<file path="config.mk">
export PLATFORM = sky130hd
export DESIGN_NAME = gpu_frame_sequencer
export DESIGN_NICKNAME = d
export VERILOG_FILES = /design/src/rtl/gpu_frame_sequencer.sv
export SDC_FILE = /design/constraint.sdc
export NUM_CORES = 2
export LEC_CHECK = 0
export ABC_AREA = 1
export CAP_MARGIN = 10
export CORE_AREA = 2 2 342 377
export DETAILED_ROUTE_END_ITERATION = 10
export DIE_AREA = 0 0 344 379
export PLACE_DENSITY = 0.59
export RECOVER_POWER = 100
export SETUP_SLACK_MARGIN = 0.5
export SLEW_MARGIN = 15
export SYNTH_ARGS = -nofsm -noshare
export SYNTH_HDL_FRONTEND = slang
export SYNTH_SLANG_ARGS = --single-unit
</file>
<file path="constraint.sdc">
create_clock -name clock -period 2.8 [get_ports clock]
set_clock_uncertainty 0.05 [all_clocks]
set_input_delay 0.28 -clock clock [delete_from_list [all_inputs] [get_ports clock]]
set_output_delay 0.28 -clock clock [all_outputs]
set_load 0.005 [all_outputs]
</file>
<file path="src/rtl/gpu_frame_sequencer.sv">
// gpu_frame_sequencer: Avalon-MM master that renders one frame on the voxel GPU
// per start pulse. It programs the camera, then for each chunk of pixels it
// issues start_pixel, rasterize, shade and pixel write-out commands. Every
// command waits for the GPU interrupt and is acknowledged with a status read.
module gpu_frame_sequencer #(
    parameter int unsigned H_RESOLUTION = 320,
    parameter int unsigned V_RESOLUTION = 240,
    parameter int unsigned NUM_SHADERS  = 320,
    parameter int unsigned IRQ_TIMEOUT  = 65535,
    parameter int unsigned VOX_CNT_BITS = 16
) (
    input  logic                    clock,
    input  logic                    reset_n,
    input  logic                    start,
    input  logic [VOX_CNT_BITS-1:0] num_voxels,
    input  logic [VOX_CNT_BITS-1:0] num_palette,
    input  logic [31:0]             fb_base,
    input  logic [479:0]            cam_words,
    output logic                    src_req,
    output logic                    src_sel,
    output logic [VOX_CNT_BITS-1:0] src_index,
    input  logic                    src_valid,
    input  logic [31:0]             src_data,
    output logic [7:0]              gpu_address,
    output logic                    gpu_write,
    output logic [31:0]             gpu_writedata,
    output logic                    gpu_read,
    input  logic [31:0]             gpu_readdata,
    input  logic                    gpu_waitrequest,
    input  logic                    gpu_irq,
    output logic                    busy,
    output logic                    done,
    output logic                    error,
    output logic [1:0]              err_code
);
    localparam int unsigned            COLB      = $clog2(H_RESOLUTION);
    localparam logic [31:0]            TOTAL_PIX = 32'(H_RESOLUTION * V_RESOLUTION);
    localparam logic [31:0]            CHUNK_PIX = 32'(NUM_SHADERS);
    localparam logic [31:0]            H_LAST    = 32'(H_RESOLUTION - 1);
    localparam logic [31:0]            TMO       = 32'(IRQ_TIMEOUT);
    localparam logic [VOX_CNT_BITS-1:0] V_ONE    = VOX_CNT_BITS'(1);

    typedef enum logic [3:0] {
        S_IDLE, S_CAM, S_CHUNK, S_FETCH_VOX, S_RASTER, S_FETCH_PAL, S_SHADE,
        S_WRITEOUT, S_WAIT_IRQ, S_ACK, S_ERR_CLR, S_FIN, S_FAIL
    } state_t;

    state_t                  state_q, ret_q;
    logic [VOX_CNT_BITS-1:0] nvox_q, npal_q, idx_q;
    logic [31:0]             fb_q, word_q, chunk_base_q, pix_q, row_q, col_q, tmo_q;
    logic [479:0]            cam_q;
    logic [3:0]              cam_idx_q;

    logic                    src_req_q, src_sel_q;
    logic [VOX_CNT_BITS-1:0] src_index_q;
    logic [7:0]              addr_q;
    logic                    wr_q, rd_q;
    logic [31:0]             wdata_q;
    logic                    busy_q, done_q, error_q;
    logic [1:0]              errc_q;

    logic [31:0]             chunk_next_d, chunk_end_d, pix_next_d, pix_addr_d, tmo_next_d;
    state_t                  post_chunk_d, post_vox_d;
    logic                    wr_done_d, rd_done_d, idx_last_vox_d, idx_last_pal_d;

    assign src_req       = src_req_q;
    assign src_sel       = src_sel_q;
    assign src_index     = src_index_q;
    assign gpu_address   = addr_q;
    assign gpu_write     = wr_q;
    assign gpu_writedata = wdata_q;
    assign gpu_read      = rd_q;
    assign busy          = busy_q;
    assign done          = done_q;
    assign error         = error_q;
    assign err_code      = errc_q;

    // Chunk bounds, pixel address and the state that follows each phase.
    always_comb begin
        chunk_next_d   = chunk_base_q + CHUNK_PIX;
        chunk_end_d    = (chunk_next_d > TOTAL_PIX) ? TOTAL_PIX : chunk_next_d;
        pix_next_d     = pix_q + 32'd1;
        pix_addr_d     = fb_q | (row_q << (COLB + 1)) | (col_q << 1);
        tmo_next_d     = tmo_q + 32'd1;
        wr_done_d      = wr_q && !gpu_waitrequest;
        rd_done_d      = rd_q && !gpu_waitrequest;
        idx_last_vox_d = (idx_q + V_ONE) == nvox_q;
        idx_last_pal_d = (idx_q + V_ONE) == npal_q;
        post_vox_d     = (npal_q != '0) ? S_FETCH_PAL : S_WRITEOUT;
        post_chunk_d   = (nvox_q != '0) ? S_FETCH_VOX : post_vox_d;
    end

    // Frame sequencing FSM; every output is registered here.
    always_ff @(posedge clock or negedge reset_n) begin
        if (!reset_n) begin
            state_q      <= S_IDLE;
            ret_q        <= S_IDLE;
            nvox_q       <= '0;
            npal_q       <= '0;
            idx_q        <= '0;
            fb_q         <= '0;
            word_q       <= '0;
            chunk_base_q <= '0;
            pix_q        <= '0;
            row_q        <= '0;
            col_q        <= '0;
            tmo_q        <= '0;
            cam_q        <= '0;
            cam_idx_q    <= '0;
            src_req_q    <= 1'b0;
            src_sel_q    <= 1'b0;
            src_index_q  <= '0;
            addr_q       <= '0;
            wr_q         <= 1'b0;
            rd_q         <= 1'b0;
            wdata_q      <= '0;
            busy_q       <= 1'b0;
            done_q       <= 1'b0;
            error_q      <= 1'b0;
            errc_q       <= '0;
        end else begin
            done_q <= 1'b0;
            unique case (state_q)
                S_IDLE: begin
                    busy_q <= 1'b0;
                    if (start) begin
                        nvox_q       <= num_voxels;
                        npal_q       <= num_palette;
                        fb_q         <= fb_base;
                        cam_q        <= cam_words;
                        cam_idx_q    <= '0;
                        idx_q        <= '0;
                        chunk_base_q <= '0;
                        pix_q        <= '0;
                        row_q        <= '0;
                        col_q        <= '0;
                        busy_q       <= 1'b1;
                        error_q      <= 1'b0;
                        errc_q       <= '0;
                        state_q      <= S_CAM;
                    end
                end
                S_CAM: begin
                    if (!wr_q) begin
                        wr_q    <= 1'b1;
                        addr_q  <= 8'h10 + {4'h0, cam_idx_q};
                        wdata_q <= cam_q[{cam_idx_q, 5'd0} +: 32];
                    end else if (!gpu_waitrequest) begin
                        wr_q <= 1'b0;
                        if (cam_idx_q == 4'd14) state_q <= S_CHUNK;
                        else                    cam_idx_q <= cam_idx_q + 4'd1;
                    end
                end
                S_CHUNK: begin
                    if (!wr_q) begin
                        wr_q    <= 1'b1;
                        addr_q  <= 8'h03;
                        wdata_q <= chunk_base_q;
                    end else if (wr_done_d) begin
                        wr_q    <= 1'b0;
                        idx_q   <= '0;
                        ret_q   <= post_chunk_d;
                        tmo_q   <= '0;
                        state_q <= S_WAIT_IRQ;
                    end
                end
                S_FETCH_VOX, S_FETCH_PAL: begin
                    if (!src_req_q) begin
                        src_req_q   <= 1'b1;
                        src_sel_q   <= (state_q == S_FETCH_PAL);
                        src_index_q <= idx_q;
                    end else if (src_valid) begin
                        src_req_q <= 1'b0;
                        word_q    <= src_data;
                        state_q   <= (state_q == S_FETCH_PAL) ? S_SHADE : S_RASTER;
                    end
                end
                S_RASTER, S_SHADE: begin
                    if (!wr_q) begin
                        wr_q    <= 1'b1;
                        addr_q  <= (state_q == S_SHADE) ? 8'h01 : 8'h00;
                        wdata_q <= word_q;
                    end else if (wr_done_d) begin
                        wr_q  <= 1'b0;
                        tmo_q <= '0;
                        if (state_q == S_RASTER) begin
                            idx_q <= idx_last_vox_d ? '0 : idx_q + V_ONE;
                            ret_q <= idx_last_vox_d ? post_vox_d : S_FETCH_VOX;
                        end else begin
                            idx_q <= idx_last_pal_d ? '0 : idx_q + V_ONE;
                            ret_q <= idx_last_pal_d ? S_WRITEOUT : S_FETCH_PAL;
                        end
                        state_q <= S_WAIT_IRQ;
                    end
                end
                S_WRITEOUT: begin
                    if (!wr_q) begin
                        wr_q    <= 1'b1;
                        addr_q  <= 8'h02;
                        wdata_q <= pix_addr_d;
                    end else if (wr_done_d) begin
                        wr_q  <= 1'b0;
                        tmo_q <= '0;
                        pix_q <= pix_next_d;
                        // row/col track pix_q incrementally instead of dividing
                        if (col_q == H_LAST) begin
                            col_q <= '0;
                            row_q <= row_q + 32'd1;
                        end else begin
                            col_q <= col_q + 32'd1;
                        end
                        if (pix_next_d == chunk_end_d) begin
                            chunk_base_q <= chunk_next_d;
                            ret_q        <= (pix_next_d == TOTAL_PIX) ? S_FIN : S_CHUNK;
                        end else begin
                            ret_q <= S_WRITEOUT;
                        end
                        state_q <= S_WAIT_IRQ;
                    end
                end
                S_WAIT_IRQ: begin
                    tmo_q <= tmo_next_d;
                    if (gpu_irq) begin
                        state_q <= S_ACK;
                    end else if (tmo_next_d == TMO) begin
                        errc_q  <= 2'd2;
                        state_q <= S_FAIL;
                    end
                end
                S_ACK: begin
                    tmo_q <= tmo_next_d;
                    // timeout only checked between reads so a stalled read is never abandoned
                    if (!rd_q) begin
                        if (tmo_next_d == TMO) begin
                            errc_q  <= 2'd2;
                            state_q <= S_FAIL;
                        end else begin
                            rd_q   <= 1'b1;
                            addr_q <= 8'h0f;
                        end
                    end else if (rd_done_d) begin
                        rd_q <= 1'b0;
                        if (gpu_readdata == 32'd0) begin
                            state_q <= ret_q;
                        end else if (gpu_readdata == 32'd2) begin
                            errc_q  <= 2'd1;
                            state_q <= S_ERR_CLR;
                        end
                    end
                end
                S_ERR_CLR: begin
                    if (!wr_q) begin
                        wr_q    <= 1'b1;
                        addr_q  <= 8'h0f;
                        wdata_q <= 32'd1;
                    end else if (wr_done_d) begin
                        wr_q    <= 1'b0;
                        state_q <= S_FAIL;
                    end
                end
                S_FIN: begin
                    done_q  <= 1'b1;
                    state_q <= S_IDLE;
                end
                S_FAIL: begin
                    done_q  <= 1'b1;
                    error_q <= 1'b1;
                    state_q <= S_IDLE;
                end
                default: state_q <= S_IDLE;
            endcase
        end
    end
endmodule

</file>
==> impl_metrics.py <==
metrics = {
    "logic_synthesis": {
        "async_reset_ff_frac": 1.00,
        "synth_largest_area_cell": "dfrtp_1",
        "ys_warn_count": 0,
        "synth_area_per_cell_um2": 7.69,
        "yosysTopAreaCellShare": 0.504,
        "ys_top_cells_by_count": "nand2_1 (2184), dfrtp_1 (810), o21ai_0 (356), inv_1 (335), nor2_1 (309)",
        "syn_inst": 5229,
        "synth_most_common_cell": "nand2_1",
        "synthTopCellsByArea": "dfrtp_1 (50%), nand2_1 (20%), o21ai_0 (4.4%), inv_1 (3.1%), nor2_1 (2.9%)",
        "seq_area_frac_synth": 0.504,
        "ys_ff_latch": 810,
        "synth-main-ff-cell": "dfrtp_1",
        "synth-edff-count": 0,
        "synth_cell_types": 61,
        "synth_area_um2": 40200,
    },
    "placed_design": {
        "hpwl_mm": 131,
        "port-buffer-count": 675,
        "dp.cells": 7752,
        "dpl-instance-area_um2": 52100,
        "place_congestion": 0.923,
    },
    "clock_network": {
        "cts_tree": "done",
        "cts.sinks": 810,
        "clock_latency_ns": 0.73,
        "clockBufferDepth": 3,
        "htree_levels": 3,
        "clk_pin_slew_worst_paths_ns": 0.06,
        "cts_buffers": 92,
        "root_buffer": "clkbuf_16",
    },
    "global_route": {
        "grt_overflow_total": 0,
        "gr-usage-all-layers": 0.276,
        "grt_max_degree": 128,
        "grt_pass1_vias": 40920,
        "antenna_found_initial": 26,
        "grt_first_pass_wirelength_mm": 267,
    },
    "cells_and_area": {
        "final_util": 0.492,
        "design_area_um2": 62200,
        "synthToLayoutAreaGrowth_pct": 54.6,
        "final_cells": 8184,
        "drive_gt1_frac": 0.219,
        "fin_nets": 7056,
    },
    "worst_setup_path": {
        "cp-start-kind": "flip-flop",
        "critPathCaptureType": "flip-flop",
        "cp.arrival_ns": 3.86,
        "cp_max_fo": 8,
        "path_class": "reg -> reg",
        "required_ns": 3.39,
    },
    "detailed_routing": {
        "first_pass_iters": 5,
        "wl_mm": 194,
        "routedWlPerCell_um": 23.8,
        "ant_nets": 0,
        "viasPerCell": 5.17,
        "drc": 0,
        "via_count": 42347,
        "drt_iter0_markers": 3879,
    },
    "timing": {
        "worst_slack_ns": -0.479,
        "slew_headroom": 0.0151,
        "timing.final.crit_period_ns": 3.28,
        "hold_viol": 0,
        "tightest_slew_ns": 1.48,
        "period_share": 1.17,
        "holdWs_ns": 0.0417,
        "slew_viol_final": 0,
        "finalSetupViolCount": 637,
        "rsz0062_at_grt": "true",
        "fmax_ghz": 0.305,
    },
    "floorplanning": {
        "io_pins": 679,
        "fp.dieH_um": 379,
        "core_um2": 127000,
        "dieArea_um2": 130000,
        "fp-row-count": 137,
        "die_w_um": 344,
        "start_util": 0.318,
    },
    "pwr": {
        "p_leak_nw": 29.6,
        "power.ir.vdd_worst_mv": 0.577,
        "power_density_nw_per_um2": 1090,
    },
    "status": {
        "status": "complete, but fails checks",
        "failed_checks": "setup timing",
    },
    "min_path": {
        "hp-class": "in -> reg",
    },
    "run": {
        "max_cap_violations": 0,
    },
}
-- path summary, 6_finish.rpt --
path	from	to	slack, ns	cells after the start
max	chunk_base_q[6]$_DFFE_PN0P_	chunk_base_q[23]$_DFFE_PN0P_	-0.48	22
min	cam_words[316]	cam_q[316]$_DFFE_PN0P_	0.04	3
max reg2reg	chunk_base_q[6]$_DFFE_PN0P_	chunk_base_q[23]$_DFFE_PN0P_	-0.48	22
min reg2reg	cam_q[402]$_DFFE_PN0P_	cam_q[402]$_DFFE_PN0P_	0.41	2
max in group asynchronous	reset_n	word_q[21]$_DFFE_PN0P_	0.27	3
min in group asynchronous	reset_n	fb_q[28]$_DFFE_PN0P_	0.40	2
-- state kept, by name (all words and copies together), names as in the netlist, 22 cells and up --
| name | flops |
|---|---|
| chunk_base_q | 26 |
| cam_q | 480 |
| fb_q | 32 |
| gpu_writedata | 32 |
| row_q | 22 |
| word_q | 32 |
| pix_q | 32 |
| tmo_q | 32 |
| col_q | 32 |
-- power by group --
| group | switching, mW | internal [mW] | leakage [nW] | total [mW] |
|---|---|---|---|---|
| combinational | 20.3 | 14.8 | 17.7 | 35.1 |
| sequential | 3.05 | 16.5 | 10.3 | 19.5 |
| clock | 5.45 | 8.02 | 1.64 | 13.5 |
| total | 28.8 | 39.3 | 29.6 | 68.0 |
-- cell usage in the layout (no fill, tap or decap), drive strengths merged, types with 4 or more instances in the layout --
cell type,synthesis,routed
o311ai,21,21
clkbuf,206,200
a31oi,10,10
o31ai,13,13
ha,10,10
bufbuf,0,7
nand3,177,177
and3,4,4
clkdlybuf4s50,0,612
o21ai,366,367
bufinv,0,13
nand2,2191,2194
o211ai,26,26
clkinvlp,0,4
mux2,32,32
inv,347,352
nor3,85,85
dfrtp,810,810
and2,4,4
or4,5,5
clkinv,6,23
o22ai,55,55
nor3b,4,4
xor2,79,79
nor4,34,34
o221ai,89,89
dlygate4sd3,0,69
diode,0,10
buf,62,611
nand4,67,67
a21oi,158,158
o21a,5,5
nor2,329,330
a211oi,10,10
-- routing by layer --
layer | global-route usage | part of all wire
met5 | 0 | 0.00030
met4 | 0.105 | 0.042
met3 | 0.0468 | 0.075
met2 | 0.452 | 0.47
met1 | 0.364 | 0.41
-- worst max-delay path, cell delays in order (launching register included) --
cell,delay (ns)
dfrtp_1,0.41
ha_4,0.19
nor2_4,0.04
nor2_4,0.19
nand3_4,0.15
nor2_4,0.12
nor2_1,0.05
nor2_1,0.11
nand2_1,0.11
nor2_2,0.16
nand2_4,0.11
nor2_8,0.19
nand3_2,0.07
nand2_1,0.07
nand2_1,0.05
nor2_1,0.10
nand2_1,0.12
nor2_4,0.17
nand4_4,0.15
nand2_8,0.23
clkbuf_16,0.21
nand3_1,0.07
nand2_1,0.08
-- what timing repair did --
action                                  4_1_cts  5_1_grt
pin swaps                                   103      184
hold buffers                                  7        0
gates cloned                                 34       58
endpoints found under the hold margin       415        0
gates resized for setup                     415      489
endpoints found under the setup margin      694      748
setup buffers                               102       53
-- kinds of logic after synthesis --
family | share of synthesized area
DFF | 0.504
adders and majority gates | 0.00311
muxes | 0.00896
buffers and inverters | 0.0606
AOI/OAI and AO/OA | 0.113
and+or+nand+nor | 0.292
other | 0.0000932
xor gates and xnor gates | 0.0184
-- metrics by stage --
step                      TNS [ns]  power [mW]  setup WS, ns
after floorplan                  0        31.7        0.0538
after global placement      -18.10        43.1        -0.608
after detailed placement    -17.79        43.4        -0.591
after CTS                   -10.16        61.7        -0.387
after global routing       -241.06        71.6        -0.657
final                       -96.08        68.0        -0.479
-- final cells by class --
| type | count | area [um2] |
|---|---|---|
| Sequential cell | 810 | 20300 |
| Clock buffer | 129 | 2720 |
| Multi-Input combinational cell | 3805 | 20400 |
| Inverter | 353 | 1370 |
| Tap cell | 1668 | 2090 |
| Fill cell | 12040 | 64300 |
| Antenna cell | 10 | 25.0 |
| Clock inverter | 39 | 634 |
| Timing Repair Buffer | 1370 | 14700 |
(Power assumes the default switching activity.)
